`src/rtl/bus_mux_pipe_pkg.sv`:
```
`default_nettype none
// ============================================================================
// Module      : bus_mux_pipe_pkg
// Description : Bus source index constants shared by the bus multiplexer,
//               its encoder and anything that builds src_out_en vectors.
// Revision    : 1.0  initial release
// ============================================================================
package bus_mux_pipe_pkg;

   // General-purpose register file sources
   localparam int SRC_R0  = 0;
   localparam int SRC_R1  = 1;
   localparam int SRC_R2  = 2;
   localparam int SRC_R3  = 3;
   localparam int SRC_R4  = 4;
   localparam int SRC_R5  = 5;
   localparam int SRC_R6  = 6;
   localparam int SRC_R7  = 7;
   localparam int SRC_R8  = 8;
   localparam int SRC_R9  = 9;
   localparam int SRC_R10 = 10;
   localparam int SRC_R11 = 11;
   localparam int SRC_R12 = 12;
   localparam int SRC_R13 = 13;
   localparam int SRC_R14 = 14;
   localparam int SRC_R15 = 15;

   // Special registers
   localparam int SRC_HI     = 16;
   localparam int SRC_LO     = 17;
   localparam int SRC_ZHI    = 18;
   localparam int SRC_ZLO    = 19;
   localparam int SRC_PC     = 20;
   localparam int SRC_MDR    = 21;
   localparam int SRC_INPORT = 22;
   localparam int SRC_CSIGN  = 23;

   localparam int NUM_BUS_SRC = 24;

endpackage : bus_mux_pipe_pkg
`default_nettype wire

```
`src/rtl/bus_mux_pipe_encoder.sv`:
```
`default_nettype none
// ============================================================================
// Module      : onehot_prio_encoder
// Description : Combinational priority encoder for an expected-one-hot vector.
//               Reports the lowest set index, whether any bit is set, and
//               whether more than one bit is set.
// Revision    : 1.0  initial release
// ============================================================================
module onehot_prio_encoder #(
   parameter int N = 24,
   parameter int W = 5
) (
   input  logic [N-1:0] vec,
   output logic [W-1:0] idx,
   output logic         any,
   output logic         multi
);

   // Scan from the top down so the lowest set bit is the last one written
   always_comb begin
      idx = '0;
      for (int i = N - 1; i >= 0; i--) begin
         if (vec[i]) begin
            idx = W'(i);
         end
      end
   end

   assign any   = |vec;
   // Clearing the lowest set bit leaves something only if two or more were set
   assign multi = |(vec & (vec - N'(1)));

endmodule : onehot_prio_encoder
`default_nettype wire

```
`src/rtl/bus_mux_pipe.sv`:
```
`default_nettype none
// ============================================================================
// Module      : bus_mux_pipe
// Description : Registered CPU bus multiplexer driven by one-hot source
//               enables. Lowest enabled source wins; multi-driver cycles set
//               a sticky conflict flag and bump a saturating counter.
// Revision    : 1.0  initial release
// ============================================================================
module bus_mux_pipe
   import bus_mux_pipe_pkg::*;
#(
   parameter int DATA_W       = 32,
   parameter int NUM_SRC      = NUM_BUS_SRC,
   parameter int SEL_W        = 5,
   parameter int CNT_W        = 8,
   parameter bit HOLD_ON_IDLE = 1'b1
) (
   input  logic                      clock,
   input  logic                      clear,
   input  logic [NUM_SRC*DATA_W-1:0] src_data,
   input  logic [NUM_SRC-1:0]        src_out_en,
   input  logic                      conflict_ack,
   output logic [DATA_W-1:0]         bus_out,
   output logic [SEL_W-1:0]          bus_sel,
   output logic                      bus_valid,
   output logic                      conflict,
   output logic [CNT_W-1:0]          conflict_count
);

   logic [SEL_W-1:0]  w_idx;
   logic              w_any;
   logic              w_multi;
   logic [DATA_W-1:0] w_selData;

   logic [DATA_W-1:0] r_busOut;
   logic [SEL_W-1:0]  r_busSel;
   logic              r_busValid;
   logic              r_conflict;
   logic [CNT_W-1:0]  r_conflictCount;

   onehot_prio_encoder #(
      .N (NUM_SRC),
      .W (SEL_W)
   ) u_encoder (
      .vec   (src_out_en),
      .idx   (w_idx),
      .any   (w_any),
      .multi (w_multi)
   );

   // Select the winning source slice; a compare-per-source mux keeps the
   // index from ever reaching past the last real source
   always_comb begin
      w_selData = '0;
      for (int i = 0; i < NUM_SRC; i++) begin
         if (w_idx == SEL_W'(i)) begin
            w_selData = src_data[i*DATA_W +: DATA_W];
         end
      end
   end

   // Bus register: capture the winner, otherwise hold or zero the data
   always_ff @(posedge clock) begin
      if (clear) begin
         r_busOut   <= '0;
         r_busSel   <= '0;
         r_busValid <= 1'b0;
      end else if (w_any) begin
         r_busOut   <= w_selData;
         r_busSel   <= w_idx;
         r_busValid <= 1'b1;
      end else begin
         r_busValid <= 1'b0;
         if (!HOLD_ON_IDLE) begin
            r_busOut <= '0;
         end
      end
   end

   // Sticky conflict flag: a new conflict beats a simultaneous acknowledge
   always_ff @(posedge clock) begin
      if (clear) begin
         r_conflict <= 1'b0;
      end else if (w_multi) begin
         r_conflict <= 1'b1;
      end else if (conflict_ack) begin
         r_conflict <= 1'b0;
      end
   end

   // Conflict cycle counter, saturating at all-ones
   always_ff @(posedge clock) begin
      if (clear) begin
         r_conflictCount <= '0;
      end else if (w_multi && (r_conflictCount != {CNT_W{1'b1}})) begin
         r_conflictCount <= r_conflictCount + CNT_W'(1);
      end
   end

   assign bus_out        = r_busOut;
   assign bus_sel        = r_busSel;
   assign bus_valid      = r_busValid;
   assign conflict       = r_conflict;
   assign conflict_count = r_conflictCount;

endmodule : bus_mux_pipe
`default_nettype wire

```
`config.mk`:
```
export PLATFORM = sky130hd
export DESIGN_NAME = bus_mux_pipe
export DESIGN_NICKNAME = d
export VERILOG_FILES = /design/src/rtl/bus_mux_pipe_pkg.sv /design/src/rtl/bus_mux_pipe_encoder.sv /design/src/rtl/bus_mux_pipe.sv
export SDC_FILE = /design/constraint.sdc
export NUM_CORES = 1
export LEC_CHECK = 0
export BUFFER_PORTS_ARGS = -buffer_cell sky130_fd_sc_hd__buf_2
export CAP_MARGIN = 20
export CORE_AREA = 5 5 321 323
export CTS_CLUSTER_DIAMETER = 30
export DETAILED_ROUTE_END_ITERATION = 10
export DIE_AREA = 0 0 326 328
export HOLD_SLACK_MARGIN = 0.02
export PLACE_DENSITY = 0.31
export SETUP_SLACK_MARGIN = 0.1
export SLEW_MARGIN = 20
export SYNTH_ARGS = -nofsm -noshare
export SYNTH_HDL_FRONTEND = slang
export SYNTH_SLANG_ARGS = --single-unit
export TNS_END_PERCENT = 50
```
`constraint.sdc`:
```
create_clock -name clock -period 3.2 [get_ports clock]
set_input_delay 0.64 -clock clock [delete_from_list [all_inputs] [get_ports clock]]
set_output_delay 0.64 -clock clock [all_outputs]
set_load 0.01 [all_outputs]
```
# ---- Yosys cells after proc, flatten, opt, wreduce, memory -nomap -nowiden
# Cells that the tools add are included.
dict set report classes {
  mux 51
  n_bitwise 1
  n_addsub 2
  reduce_logical 5
  eq_ne 24
}
# operator n
set op_table {}
lappend op_table {{$mux W32} 24}
lappend op_table {{$mux W5} 24}
lappend op_table {{$reduce_or A24 Y1} 2}
lappend op_table {{$eq A5 B4 Y1 const B} 8}
lappend op_table {{$eq A5 B5 Y1 const B} 8}
lappend op_table {{$and A24 B24 Y24} 1}
lappend op_table {{$sub A24 B1 Y24 const B} 1}
lappend op_table {{$eq A5 B3 Y1 const B} 4}
lappend op_table {{$eq A5 B2 Y1 const B} 2}
lappend op_table {{$add A8 B1 Y8 const B} 1}
lappend op_table {{$ne A8 B8 Y1 const B} 1}
lappend op_table {{$eq A5 B1 Y1 const B} 1}
lappend op_table {{$logic_not A5 Y1} 1}
lappend op_table {{$mux W1} 3}
lappend op_table {{$reduce_bool A2 Y1} 1}
lappend op_table {{$logic_and A1 B1 Y1} 1}
dict set report word_totals {
  register_bits 47
  output_inout_bits 47
  in_bits 795
  elab_cells 88
}

# ---- Depth between registers and ports, before layout
dict set report depth {
  depth_word 49
  mapped_depth 13
  depth_no_buf 9
}

# ---- Modules after synthesis
# Synthesis repeated with hierarchy kept, for this count alone.
dict set report unflattened {
  hier_cells 1421
  hier_area_um2 9693.0
}
# mod cells_per_inst instances area_per_inst_um2
set modules_own_cells {}
lappend modules_own_cells {bus_mux_pipe 1337 1 9178.8}
lappend modules_own_cells {onehot_prio_encoder 84 1 514.2}

# ---- Worst setup path after synthesis
# No wires, ideal clock.
dict set report synth_timing {
  path_type {input port to flip-flop}
  startpoint {input port src_out_en[8]}
  endpoint {register r_busOut[21] (netlist: bus_out[21])}
  path_slack_ns -0.122
  t_arrival_ns 3.208
  n_path_buf 2
  cell_stages 11
  required_ns 3.085
  path_cell_list {buf_2 > nor4_1 > nand2_1 > a2111oi_4 > o41a_1 > buf_2 > mux2_2 > a22oi_1 > o2111ai_1 > a311oi_1 > o21ba_1}
}
dict set report synth_via {
  elab_chain_cells 34
  word_cells_on_any_way 58
  cone_classes {eq/ne: 23; mux: 33; reduce/logical: 2}
}
# item line
set synth_lines {}
lappend synth_lines {{start: declaration} bus_mux_pipe.sv:21} ;# input logic [NUM_SRC-1:0] src_out_en,
lappend synth_lines {{$mux W5 (9 in series)} bus_mux_pipe_encoder.sv:23} ;# if (vec[i]) begin
lappend synth_lines {{$logic_not A5 Y1} bus_mux_pipe.sv:56} ;# if (w_idx == SEL_W'(i)) begin
lappend synth_lines {{$mux W32 (24 in series)} bus_mux_pipe.sv:56}
lappend synth_lines {{end signal: assignment} bus_mux_pipe.sv:69} ;# r_busOut <= w_selData;
lappend synth_lines {{end: declaration} bus_mux_pipe.sv:35} ;# logic [DATA_W-1:0] r_busOut;
# Parallel ways exist; a longest one is shown, timed or not.
# A chain may end at the register's enable or synchronous reset.

# ---- Final worst setup path
dict set report layout_timing {
  startpoint {input port src_out_en[17]}
  endpoint {register r_busOut[26] (netlist: bus_out[26])}
}
dict set report layout_via {
  elab_chain_cells 43
  word_cells_on_any_way 67
  cone_classes {eq/ne: 23; mux: 42; reduce/logical: 2}
}
# item line
set layout_lines {}
lappend layout_lines {{$mux W5 (18 in series)} bus_mux_pipe_encoder.sv:23}
lappend layout_lines {{$logic_not A5 Y1} bus_mux_pipe.sv:56}
lappend layout_lines {{$mux W32 (24 in series)} bus_mux_pipe.sv:56}
# Parallel ways exist; a longest one is shown, timed or not.

==> summary.md <==
| Metric | Value |
|---|---|
| Post-synthesis sequential area ratio | `10.9%` |
| CP Max Fanout | `5` |
| Final Worst Setup Slack | `-561 ps` |
| Antenna violations before repair | `85` |
| Pint | `1.94 mW` |
| Worst Setup End Kind | `flip-flop` |
| Post-DR vias/cell | `4.59` |
| Overflow after GRT | `0` |
| Least-Margin Pin Slew | `831 ps` |
| Hold violation count in the final report | `0` |
| Post-synthesis register bit count | `47` |
| Total core area | `0.0996 sq mm` |
| Hold Path Origin | `bus_sel[0]$_SDFFE_PP0P_` |
| RSZ-0062 raised after global routing | `true` |
| Failing checks | `setup timing` |
| Fillers | `11400` |
| Syn Area/Cell | `6.70 sq um` |
| Clk buf depth | `2` |
| Worst Skew | `14.7 ps` |
| Mapped Cells | `1292` |
| Cell Area, Synth | `0.00866 sq mm` |
| Outcome | `complete, but fails checks` |
| P_leak | `9.76 nW` |
| Area delta synth->final | `152%` |
| Max Transition Viols Final | `0` |
| Combinational fraction of design power | `between 50% and 60%` |
| Critical Path RT | `3390 ps` |
| Fraction of registers with async set/reset | `0%` |
| Max-Cap Viols | `0` |
| CP startpoint kind | `primary input` |
| Multi-input logic area | `roughly 0.0088 sq mm` |
| Min-Delay Path Class | `reg2reg` |
| CTS Buf Count | `5` |
| Worst-path clk slew | `around 100 ps` |
| Final wirelength | `136 mm` |
| CP arrival | `3950 ps` |
| Power Density | `157 mW/mm^2` |
| CP Class | `in2reg` |
| WL/cell | `between 30 and 40 um` |
| CTS tree | `built` |
| Hold slack | `460 ps` |
| Max transition margin | `44.3%` |
| Antenna Nets Post-Route | `0` |
| Hold buffers post-CTS | `0` |
| Vias in the first global route | `18800` |
| Synth Warn # | `0` |
| Initial DRC Count | `1485` |
| Worst-Skew Late Latency | `between 300 and 400 ps` |
| Die ar. | `around 0.11 sq mm` |
| Net Switching | `about 1.5 mW` |
| Fin util | `21.9%` |
| Share of layout cells above drive strength 1 | `64.7%` |
| CTS Root Cell | `clkbuf_16` |
| Yosys cell types | `79` |
| Initial Util | `8.69%` |
| Worst Setup SP | `src_out_en[17]` |
| Routability cong. | `0.923` |
| Worst VDD drop | `0.191 mV` |
| Nets@finish | `3431` |
| Share of total power in the clock network | `between 20% and 30%` |
| Crit share post-route | `118%` |
| TritonCTS Sinks | `47` |
| Post-DP HPWL | `around 120 mm` |
| Register Area | `941 sq um` |
| Max Freq | `266 MHz` |
| R2r startpoint | `conflict_count[0]$_SDFFE_PP0P_` |
| Global-route wire length before repair | `~170 mm` |
| Sw Share | `43.2%` |
| Register share of total power | `about 20%` |
| Via count | `18200` |
| I/O Buffers | `841` |
| DR pass1 iterations | `8` |
| Syn nets | `approximately 2100` |
| Final count of negative-setup-slack endpoints | `32` |
| Top FF cell, synth | `dfxtp_1` |
| Total global-route track usage | `a little under a quarter` |
| Die Wd | `about 330 um` |
| Num rows | `~120` |
| Die height | `328 um` |
| Largest net degree at the start of global routing | `17` |
| # DRC | `0` |
| Post-synth EDFFs | `0` |
| IO Pins | `approximately 840` |
| H-tree levels | `2` |
| Final min period | `~3800 ps` |
| Total power | `roughly 3.4 mW` |
| Setup tns final | `-6540 ps` |
[area by class of cell]
class                   count  area share [%]
multi-input cells        1116            40.4
well taps                1298            7.46
clock buffers               6           0.638
clock inverters             2          0.0632
inverters                  17           0.293
repair buffers           1448            46.5
diodes                     28           0.322
flip-flops and latches     47            4.32
[layout by cell type (no fill, tap or decap), types with 9 or more instances in the layout]
cell type  count
nand4_1       40
buf_2        829
a31o_2         9
nor2_2        13
o21ai_0       34
buf_6         90
a22o_1        17
nand3_1       44
inv_1         16
nor2_4        17
and3_1        14
a221oi_1      32
o22ai_1       63
nand2_1      133
o211ai_1      56
mux2i_1       24
or4_1         13
nor3_1        37
a22oi_1       55
o21a_1        16
a21oi_2       14
nand2_2        9
nor2_1        76
buf_8         10
buf_12        68
a222oi_1      37
nor4_2         9
buf_4        447
a21oi_1       52
diode_2       28
o21ai_1       15
a221oi_2      19
dfxtp_1       47
[final timing paths]
| path | endpoint | slack (ps) | cells past startpoint |
|---|---|---|---|
| setup / recovery | bus_out[26]$_SDFFE_PP0P_ | -560 | 16 |
| hold / removal | bus_sel[0]$_SDFFE_PP0P_ | 460 | 2 |
| setup reg to reg | conflict_count[5]$_SDFFE_PP0P_ | 1390 | 8 |
| hold reg to reg | bus_sel[0]$_SDFFE_PP0P_ | 460 | 2 |
[metrics by stage]
stage               setup WS (ps)  cell area (sq um)  instances
floorplan                    7.19               8840       1292
global placement            -1850              18600       3826
detailed placement          -1520              18600       3826
CTS                          -394              21000       3907
global route                 -446              21700       3947
finish                       -561              21800       3962
[state kept, by name, indices dropped and copies added, names as in the netlist]
register,flops
bus_out,32
bus_sel,5
bus_valid,1
conflict,1
conflict_count,8
[power by group through the flow]
stage                     sequential (mW)  clock (mW)  combinational (mW)
after global routing                0.679       0.749                2.14
after detailed placement            0.689           0                1.74
final                               0.678       0.695                2.04
after CTS                           0.675       0.764                1.96
after global placement              0.690           0                1.75
after floorplan                     0.687           0               0.409
[critical path: stages]
cell and delay (ps):
buf_6 100, buf_12 120, buf_8 120, nor2_4 100, o31ai_2 70, o2111a_2 300
buf_12 140, o211ai_1 240, buf_4 180, buf_6 100, nor2_4 70, buf_6 140
a222oi_1 340, nand4_1 320, o211ai_1 770, nand3_1 170
[Yosys cell counts, types with 21 or more instances]
cell type | instances | area [sq um]
a21oi_1 | 74 | 370
a221oi_1 | 56 | 490
a222oi_1 | 37 | 370
a22o_1 | 21 | 184
a22oi_1 | 62 | 465
and3_1 | 21 | 131
buf_2 | 26 | 130
clkbuf_1 | 72 | 270
dfxtp_1 | 47 | 941
mux2i_1 | 25 | 250
nand2_1 | 144 | 541
nand3_1 | 52 | 260
nand4_1 | 40 | 250
nor2_1 | 105 | 394
nor3_1 | 47 | 235
o211ai_1 | 56 | 420
o21ai_0 | 49 | 245
o22ai_1 | 70 | 438
[what timing repair did]
action,in CTS,in global routing
pin swaps,88,93
gates resized for setup,306,119
gates cloned,1,1
buffers inserted,75,27
setup endpoints to repair,37,40
[cell families after synthesis]
group | synth area share [%]
buffers and inverters | 6.23
AND/OR/NAND/NOR | 28.9
adder cells (fa/ha/maj) | 0.260
XOR/XNOR | 0.506
multiplexers | 3.41
flip-flops | 10.9
AO/OA/AOI/OAI | 49.8
[per-layer routing]
metal  track usage, %  wire, um  up-vias
li1                 -         -     8075
met1             29.9     57800     8968
met2             42.2     66600      942
met3             4.57      8370      182
met4             4.48      2660       34
met5                0       215        -
Note: power is estimated with default switching activity, not from simulation.
